**src/rtl/lms_adapt_ctrl_pkg.sv**
```systemverilog
// Shared definitions for the LMS adaptation controller: state codes and step-size width.
package lms_adapt_ctrl_pkg;

    localparam int unsigned MuShW = 4;

    typedef enum logic [2:0] {
        StIdle  = 3'd0,
        StClear = 3'd1,
        StTrain = 3'd2,
        StDd    = 3'd3,
        StFail  = 3'd4
    } state_e;

    function automatic logic is_busy(state_e s);
        return (s == StClear) || (s == StTrain) || (s == StDd);
    endfunction

    function automatic logic is_adapting(state_e s);
        return (s == StTrain) || (s == StDd);
    endfunction

endpackage

```
**src/rtl/lms_adapt_ctrl_err_win_acc.sv**
```systemverilog
// Windowed |err| accumulator: saturating sum of |err| over 2**WIN_LOG2 enabled samples,
// with an end-of-window strobe and the final window sum (including the current sample).
module lms_adapt_ctrl_err_win_acc #(
    parameter int unsigned NBerr    = 8,
    parameter int unsigned NBacc    = 16,
    parameter int unsigned WIN_LOG2 = 6
) (
    input  logic             clk_i,
    input  logic             rst_ni,
    input  logic             clr_i,
    input  logic             en_i,
    input  logic [NBerr-1:0] err_i,
    output logic             win_end_o,
    output logic [NBacc-1:0] win_sum_o
);

    logic [NBacc-1:0]    acc_q, acc_d;
    logic [WIN_LOG2-1:0] cnt_q, cnt_d;
    logic [NBerr-1:0]    neg_err;
    logic [NBerr-2:0]    abs_err;
    logic [NBacc:0]      sum_wide;

    // The most negative code has no positive twin; clamp its magnitude to the largest positive.
    always_comb begin
        neg_err = (~err_i) + NBerr'(1);
        if (err_i == {1'b1, {(NBerr-1){1'b0}}}) begin
            abs_err = '1;
        end else if (err_i[NBerr-1]) begin
            abs_err = neg_err[NBerr-2:0];
        end else begin
            abs_err = err_i[NBerr-2:0];
        end
    end

    assign sum_wide  = {1'b0, acc_q} + {{(NBacc+2-NBerr){1'b0}}, abs_err};
    assign win_sum_o = sum_wide[NBacc] ? '1 : sum_wide[NBacc-1:0];
    assign win_end_o = en_i && (cnt_q == '1);

    always_comb begin
        acc_d = acc_q;
        cnt_d = cnt_q;
        if (clr_i) begin
            acc_d = '0;
            cnt_d = '0;
        end else if (en_i) begin
            if (cnt_q == '1) begin
                acc_d = '0;
                cnt_d = '0;
            end else begin
                acc_d = win_sum_o;
                cnt_d = cnt_q + WIN_LOG2'(1);
            end
        end
    end

    always_ff @(posedge clk_i or negedge rst_ni) begin
        if (!rst_ni) begin
            acc_q <= '0;
            cnt_q <= '0;
        end else begin
            acc_q <= acc_d;
            cnt_q <= cnt_d;
        end
    end

endmodule

```
**src/rtl/lms_adapt_ctrl.sv**
```systemverilog
// LMS adaptation sequencer: clear, training, then decision-directed tracking with gear-shift mu.
// Optional macro LMS_FREEZE_EN adds a freeze input that pauses adaptation in TRAIN/DD.
module lms_adapt_ctrl
    import lms_adapt_ctrl_pkg::*;
#(
    parameter int unsigned NBerr     = 8,
    parameter int unsigned NBacc     = 16,
    parameter int unsigned WIN_LOG2  = 6,
    parameter int unsigned TRAIN_LEN = 256,
    parameter int unsigned MU_SH_INI = 2,
    parameter int unsigned MU_SH_MAX = 7,
    parameter int unsigned CONV_THR  = 64,
    parameter int unsigned DIV_THR   = 4000
) (
    input  logic             clkA,
    input  logic             reset,
    input  logic             start,
    input  logic             abort,
    input  logic             valid_in,
    input  logic [NBerr-1:0] err,
`ifdef LMS_FREEZE_EN
    input  logic             freeze,
`endif
    output logic             lms_en,
    output logic             train_sel,
    output logic [3:0]       mu_shift,
    output logic             coeff_clr,
    output logic             busy,
    output logic             converged,
    output logic             diverged,
    output logic [2:0]       state_o
);

    localparam int unsigned TrainW = (TRAIN_LEN > 1) ? $clog2(TRAIN_LEN) : 1;

    state_e             state_q, state_d;
    logic [MuShW-1:0]   mu_q, mu_d;
    logic               conv_q, conv_d;
    logic               div_q, div_d;
    logic [TrainW-1:0]  train_cnt_q, train_cnt_d;
    logic               coeff_clr_q, train_sel_q, busy_q;
    logic               adv;
    logic               win_end;
    logic [NBacc-1:0]   win_sum;

`ifdef LMS_FREEZE_EN
    assign adv = valid_in & ~freeze;
`else
    assign adv = valid_in;
`endif

    assign lms_en = adv & is_adapting(state_q);

    lms_adapt_ctrl_err_win_acc #(
        .NBerr    (NBerr),
        .NBacc    (NBacc),
        .WIN_LOG2 (WIN_LOG2)
    ) u_err_win_acc (
        .clk_i     (clkA),
        .rst_ni    (reset),
        .clr_i     (state_q != StDd),
        .en_i      (lms_en && (state_q == StDd)),
        .err_i     (err),
        .win_end_o (win_end),
        .win_sum_o (win_sum)
    );

    always_comb begin
        state_d     = state_q;
        mu_d        = mu_q;
        conv_d      = conv_q;
        div_d       = div_q;
        train_cnt_d = (state_q == StTrain) ? train_cnt_q : '0;
        // abort wins over start and every other transition; mu_shift is deliberately kept
        if (abort) begin
            state_d = StIdle;
            conv_d  = 1'b0;
            div_d   = 1'b0;
        end else begin
            case (state_q)
                StIdle, StFail: begin
                    if (start) begin
                        state_d = StClear;
                        mu_d    = MuShW'(MU_SH_INI);
                        conv_d  = 1'b0;
                        div_d   = 1'b0;
                    end
                end
                StClear: state_d = StTrain;
                StTrain: begin
                    if (lms_en) begin
                        if (train_cnt_q == TrainW'(TRAIN_LEN - 1)) begin
                            train_cnt_d = '0;
                            state_d     = StDd;
                        end else begin
                            train_cnt_d = train_cnt_q + TrainW'(1);
                        end
                    end
                end
                StDd: begin
                    if (win_end) begin
                        if (32'(win_sum) > DIV_THR) begin
                            div_d   = 1'b1;
                            state_d = StFail;
                        end else if (32'(win_sum) < CONV_THR) begin
                            if (mu_q < MuShW'(MU_SH_MAX)) begin
                                mu_d = mu_q + MuShW'(1);
                            end else begin
                                conv_d = 1'b1;
                            end
                        end
                    end
                end
                default: state_d = StIdle;
            endcase
        end
    end

    always_ff @(posedge clkA or negedge reset) begin
        if (!reset) begin
            state_q     <= StIdle;
            mu_q        <= MuShW'(MU_SH_INI);
            conv_q      <= 1'b0;
            div_q       <= 1'b0;
            train_cnt_q <= '0;
            coeff_clr_q <= 1'b0;
            train_sel_q <= 1'b0;
            busy_q      <= 1'b0;
        end else begin
            state_q     <= state_d;
            mu_q        <= mu_d;
            conv_q      <= conv_d;
            div_q       <= div_d;
            train_cnt_q <= train_cnt_d;
            coeff_clr_q <= (state_d == StClear);
            train_sel_q <= (state_d == StTrain);
            busy_q      <= is_busy(state_d);
        end
    end

    assign mu_shift  = mu_q;
    assign converged = conv_q;
    assign diverged  = div_q;
    assign coeff_clr = coeff_clr_q;
    assign train_sel = train_sel_q;
    assign busy      = busy_q;
    assign state_o   = state_q;

endmodule

```
**config.mk**
```make
export PLATFORM = sky130hd
export DESIGN_NAME = lms_adapt_ctrl
export DESIGN_NICKNAME = d
export VERILOG_FILES = /design/src/rtl/lms_adapt_ctrl_pkg.sv /design/src/rtl/lms_adapt_ctrl_err_win_acc.sv /design/src/rtl/lms_adapt_ctrl.sv
export SDC_FILE = /design/constraint.sdc
export NUM_CORES = 1
export LEC_CHECK = 0
export BUFFER_PORTS_ARGS = -buffer_cell sky130_fd_sc_hd__buf_4
export CAP_MARGIN = 20
export CELL_PAD_IN_SITES_DETAIL_PLACEMENT = 2
export CELL_PAD_IN_SITES_GLOBAL_PLACEMENT = 2
export CORE_ASPECT_RATIO = 1.25
export CORE_MARGIN = 4
export CORE_UTILIZATION = 30
export DETAILED_ROUTE_END_ITERATION = 10
export MAX_ROUTING_LAYER = met4
export PLACE_DENSITY_LB_ADDON = 0.1
export RECOVER_POWER = 25
export SYNTH_ARGS = -nofsm -noshare
export SYNTH_HDL_FRONTEND = slang
export SYNTH_SLANG_ARGS = --single-unit
```
**constraint.sdc**
```tcl
create_clock -name clkA -period 2.8 [get_ports clkA]
set_clock_uncertainty 0.1 [all_clocks]
set_input_delay 0.56 -clock clkA [delete_from_list [all_inputs] [get_ports clkA]]
set_output_delay 0.56 -clock clkA [all_outputs]
set_load 0.01 [all_outputs]
```
==> impl_results.md <==
- Max-cap check violation count: 0
- Min Hold Slack: 0.3687 ns
- Total number of H-tree levels: 2
- Count of flip-flops with a built-in enable after synthesis: 0
- Power density cells: between 300 and 400 mW/mm^2
- Total congestion overflow: 0
- Register-to-register setup slack: -0.39 ns
- Number of nets at the end of the flow: approximately 440
- Run status: finished, violations left
- Number of buffers added on ports: 25
- Arrival @ worst endpoint: 4.06 ns
- Area of the die: 0.01084 sq mm
- Internal power: between 1000 and 1500 uW
- Post-route core utilization: 0.4610
- Count of TritonRoute iterations in the first routing pass: 4
- Proportion of netlist area held by the largest area contributor: 0.3705
- Clock tree from TritonCTS: yes
- Top cells by area, synth: dfrtp_1 37%, nand2_1 5.7%, ha_1 5.0%, o21ai_0 4.7%, nor2_1 4.3%
- GRT Overall Usage: 0.1943
- Synth-to-layout area growth: 47.22%
- Proportion of synthesized chip area in sequential cells: 0.3800
- Logic depth of the worst register-to-register path: 12
- Average wire length per cell after detail routing: slightly below 20 um
- Fin crit period: ~4.0 ns
- Die Width: 93.93 um
- Post-route clock period utilization: 1.420
- Synthesized net count: 350
- Routed via count divided by cell count: 5.327
- Number of hold buffers added after cts: 0
- Leakage power: 0.001900 uW
- Failing checks: setup timing
- Min-Delay Path Class: input pin to asynchronous set/reset pin
- Non-filler cells, final: 532
- Total Routed Length: roughly 10 mm
- Post-detail-place hpwl: 6.812 mm
- Slowest cell on the critical path: or3b_4
- Endpoint type of the worst setup path: register
- Total negative setup slack: -21.37 ns
- Synth unique cells: 60
- Max-slew violations: 0
- Most instantiated flip-flop cell in the synthesis netlist: dfrtp_1
- Count of antenna-violating nets left after detailed routing: 0
- Effective utilization at floorplan: 0.3131
- Maximum ir drop on the vdd rail: 129.2 uV
- Cell at the root of the clock tree: clkbuf_8
- Register share of total power: 0.445
- Initial DRC count: 89
- Critical-path cell list: buf_12, inv_16, ha_4, nand2_2, or3_4, or3b_4, nand2_4, ha_4, inv_2, fa_2, and2b_2, buf_6, o21a_4, o21ai_4, a21oi_4, nand2_2, a2111oi_4, a31oi_2, mux2_4
- Avg Inst Size Synth: 8.520 sq um
- Number of global-route vias before repair: 3185
- Peak per-stage delay on the critical path: 0.44 ns
- Clock share of power: 0.355
- Proportion of synthesized flip-flops having asynchronous set or reset: 1.000
- Non-Filler Cell Area, Final: between 0.004 and 0.005 sq mm
- Synthesized instance count: 325
- CORE AREA: 0.008843 sq mm
- Count of clock tree sinks: 42
- Unrepaired setup endpoints after global routing: yes
- Global-route wire length before repair: 16.01 mm
- GPL Wtd Cong: 0.7791
- Largest net degree at the start of global routing: 43
- Switching part of the total: 0.2766
- Yosys warns: 0
- Number of placed instances with taps included: 510
- Register clock-pin slew on the reported worst setup and hold paths: 0.09 ns
- Switching power total: 386.0 uW
- Detailed-route via count: 2834
- Cell area after technology mapping: 0.002769 sq mm
- Highest achievable clock rate: approximately 0.25 GHz
- Startpoint of the lowest-slack register-to-register path: u_err_win_acc.acc_q[0]
- Placed Instance Area: 0.003540 sq mm
- Row count: 38
- Yosys top cell by area: dfrtp_1
- Post-route setup slack: -1.175 ns
- Final number of setup-violating endpoints: 26
- Ant diodes: 0
- Proportion of layout cells with a drive suffix above 1: 0.3956
- Register bit count reported by yosys: 42
- Buffers from clock root to sink, at most: 2
- Clock buffer count from CTS: 5
- Slew at the pin with the worst max-slew slack: 1.136 ns
- Post-detailed-route DRC marker count: 0
- Relative slew margins: 0.2427
- Initial antenna violation count: 0
- I/O Pins: 26
- Type of the worst setup path: input pin to register
- Final Hold Vio Count: 0
- Logic pwr share: 0.200
- Clk Latency, worst-skew pair: 0.30 ns
- Die H: 115.4 um
- Peak fanout along the critical path: 6
- Critical path required time: 2.89 ns
- Reg2Reg Capture Point: mu_shift[0]
- Critical Path Start Type: input pin
## Yosys cell counts (3+ instances only)
cell / count
ha_1: 11
or3_1: 3
a21oi_1: 20
a21o_1: 6
o21a_1: 4
xor2_1: 13
nor3b_1: 3
o21ai_0: 26
and3_1: 13
clkbuf_1: 7
xnor2_1: 4
nand3_1: 16
nand2_1: 42
nand4_1: 3
a31oi_1: 5
inv_1: 15
nor3_1: 7
dfrtp_1: 41
nor2_1: 32
## layout make-up
class / count / area [sq um]
clock inverter: 1 / 30.03
sequential: 42 / 1052
timing repair buffer: 87 / 711.9
multi-input combinational: 260 / 1971
inverter: 15 / 85.08
fill: 1000 / 4767
clock buffer: 7 / 76.32
tap: 120 / 150.1
## layer usage
layer,up-vias,GRT usage,share of wire
li1,1334,-,-
met1,1437,0.2062,0.38
met2,47,0.3738,0.56
met3,16,0.01818,0.028
met4,0,0.06262,0.027
met5,-,-,0
## metrics by stage
| step | setup slack, ns | total power, uW |
|---|---|---|
| 2_1_floorplan | -1.272 | 745.8 |
| 3_3_place_gp | -1.414 | 867.9 |
| 3_5_place_dp | -1.533 | 874.4 |
| 4_1_cts | -1.104 | 1382 |
| 5_1_grt | -1.270 | 1461 |
| 6_report | -1.175 | 1395 |
## power by group through the flow
| stage | logic (uW) | clock network, uW | registers [uW] |
|---|---|---|---|
| global route | 304 | 534 | 623 |
| finish | 279 | 495 | 621 |
| CTS | 253 | 507 | 621 |
| global placement | 235 | 0 | 633 |
| floorplan | 108 | 0 | 638 |
| detailed placement | 241 | 0 | 633 |
## sequential cells by signal, summed over array words and instances, names as in the netlist
register             cells
train_cnt_q              8
u_err_win_acc.acc_q     16
busy                     1
coeff_clr                1
diverged                 1
u_err_win_acc.cnt_q      6
mu_shift                 4
state_o                  3
train_sel                1
converged                1
## worst max-delay path, delay by kind of cell
family | cells | cell delay (ns)
AOI/OAI and AO/OA | 5 | 0.99
adders and majority gates | 3 | 0.60
buffers and inverters | 4 | 0.31
muxes | 1 | 0.31
and+or+nand+nor | 6 | 1.27
## how the worst max path moves through the flow
stage / startpoint / to / slack, ns / cells past startpoint
2_1_floorplan: err[0] / mu_shift[0] / -1.27 / 18
3_5_place_dp: err[1] / mu_shift[0] / -1.53 / 18
3_3_place_gp: err[0] / busy / -1.41 / 18
6_report: err[0] / mu_shift[0] / -1.18 / 19
5_1_grt: err[0] / mu_shift[0] / -1.27 / 19
4_1_cts: err[0] / mu_shift[0] / -1.10 / 18
## kinds of logic after synthesis
| logic type | Yosys count | synth area share |
|---|---|---|
| adder cells (fa/ha/maj) | 12 | 0.05694 |
| XOR/XNOR | 17 | 0.05377 |
| flip-flops | 42 | 0.3800 |
| AO/OA/AOI/OAI | 91 | 0.2214 |
| buffers and inverters | 23 | 0.03254 |
| AND/OR/NAND/NOR | 136 | 0.2386 |
| multiplexers | 4 | 0.01672 |
## what timing repair did
action                                  CTS  global route
gates resized for setup                  37            41
gates cloned                              1             0
setup buffers                             7             8
hold endpoints to repair                  0             0
pin swaps                                21            22
endpoints found under the setup margin   26            26
## layout by cell type (no fill, tap or decap), drive strengths merged, types with 3 or more instances in the layout
| cell | Yosys | layout |
|---|---|---|
| or3 | 4 | 4 |
| a21o | 6 | 6 |
| nand2 | 42 | 42 |
| nor3 | 7 | 7 |
| xor2 | 13 | 13 |
| o21ai | 29 | 29 |
| a21oi | 22 | 22 |
| buf | 1 | 86 |
| inv | 15 | 15 |
| nor3b | 3 | 3 |
| a31oi | 6 | 6 |
| and3 | 13 | 13 |
| o21a | 4 | 4 |
| dfrtp | 41 | 41 |
| nand4 | 3 | 3 |
| clkbuf | 7 | 8 |
| nand3 | 16 | 16 |
| nor2 | 32 | 32 |
| ha | 11 | 11 |
| xnor2 | 4 | 4 |
Note: power is estimated with default switching activity, not from simulation.
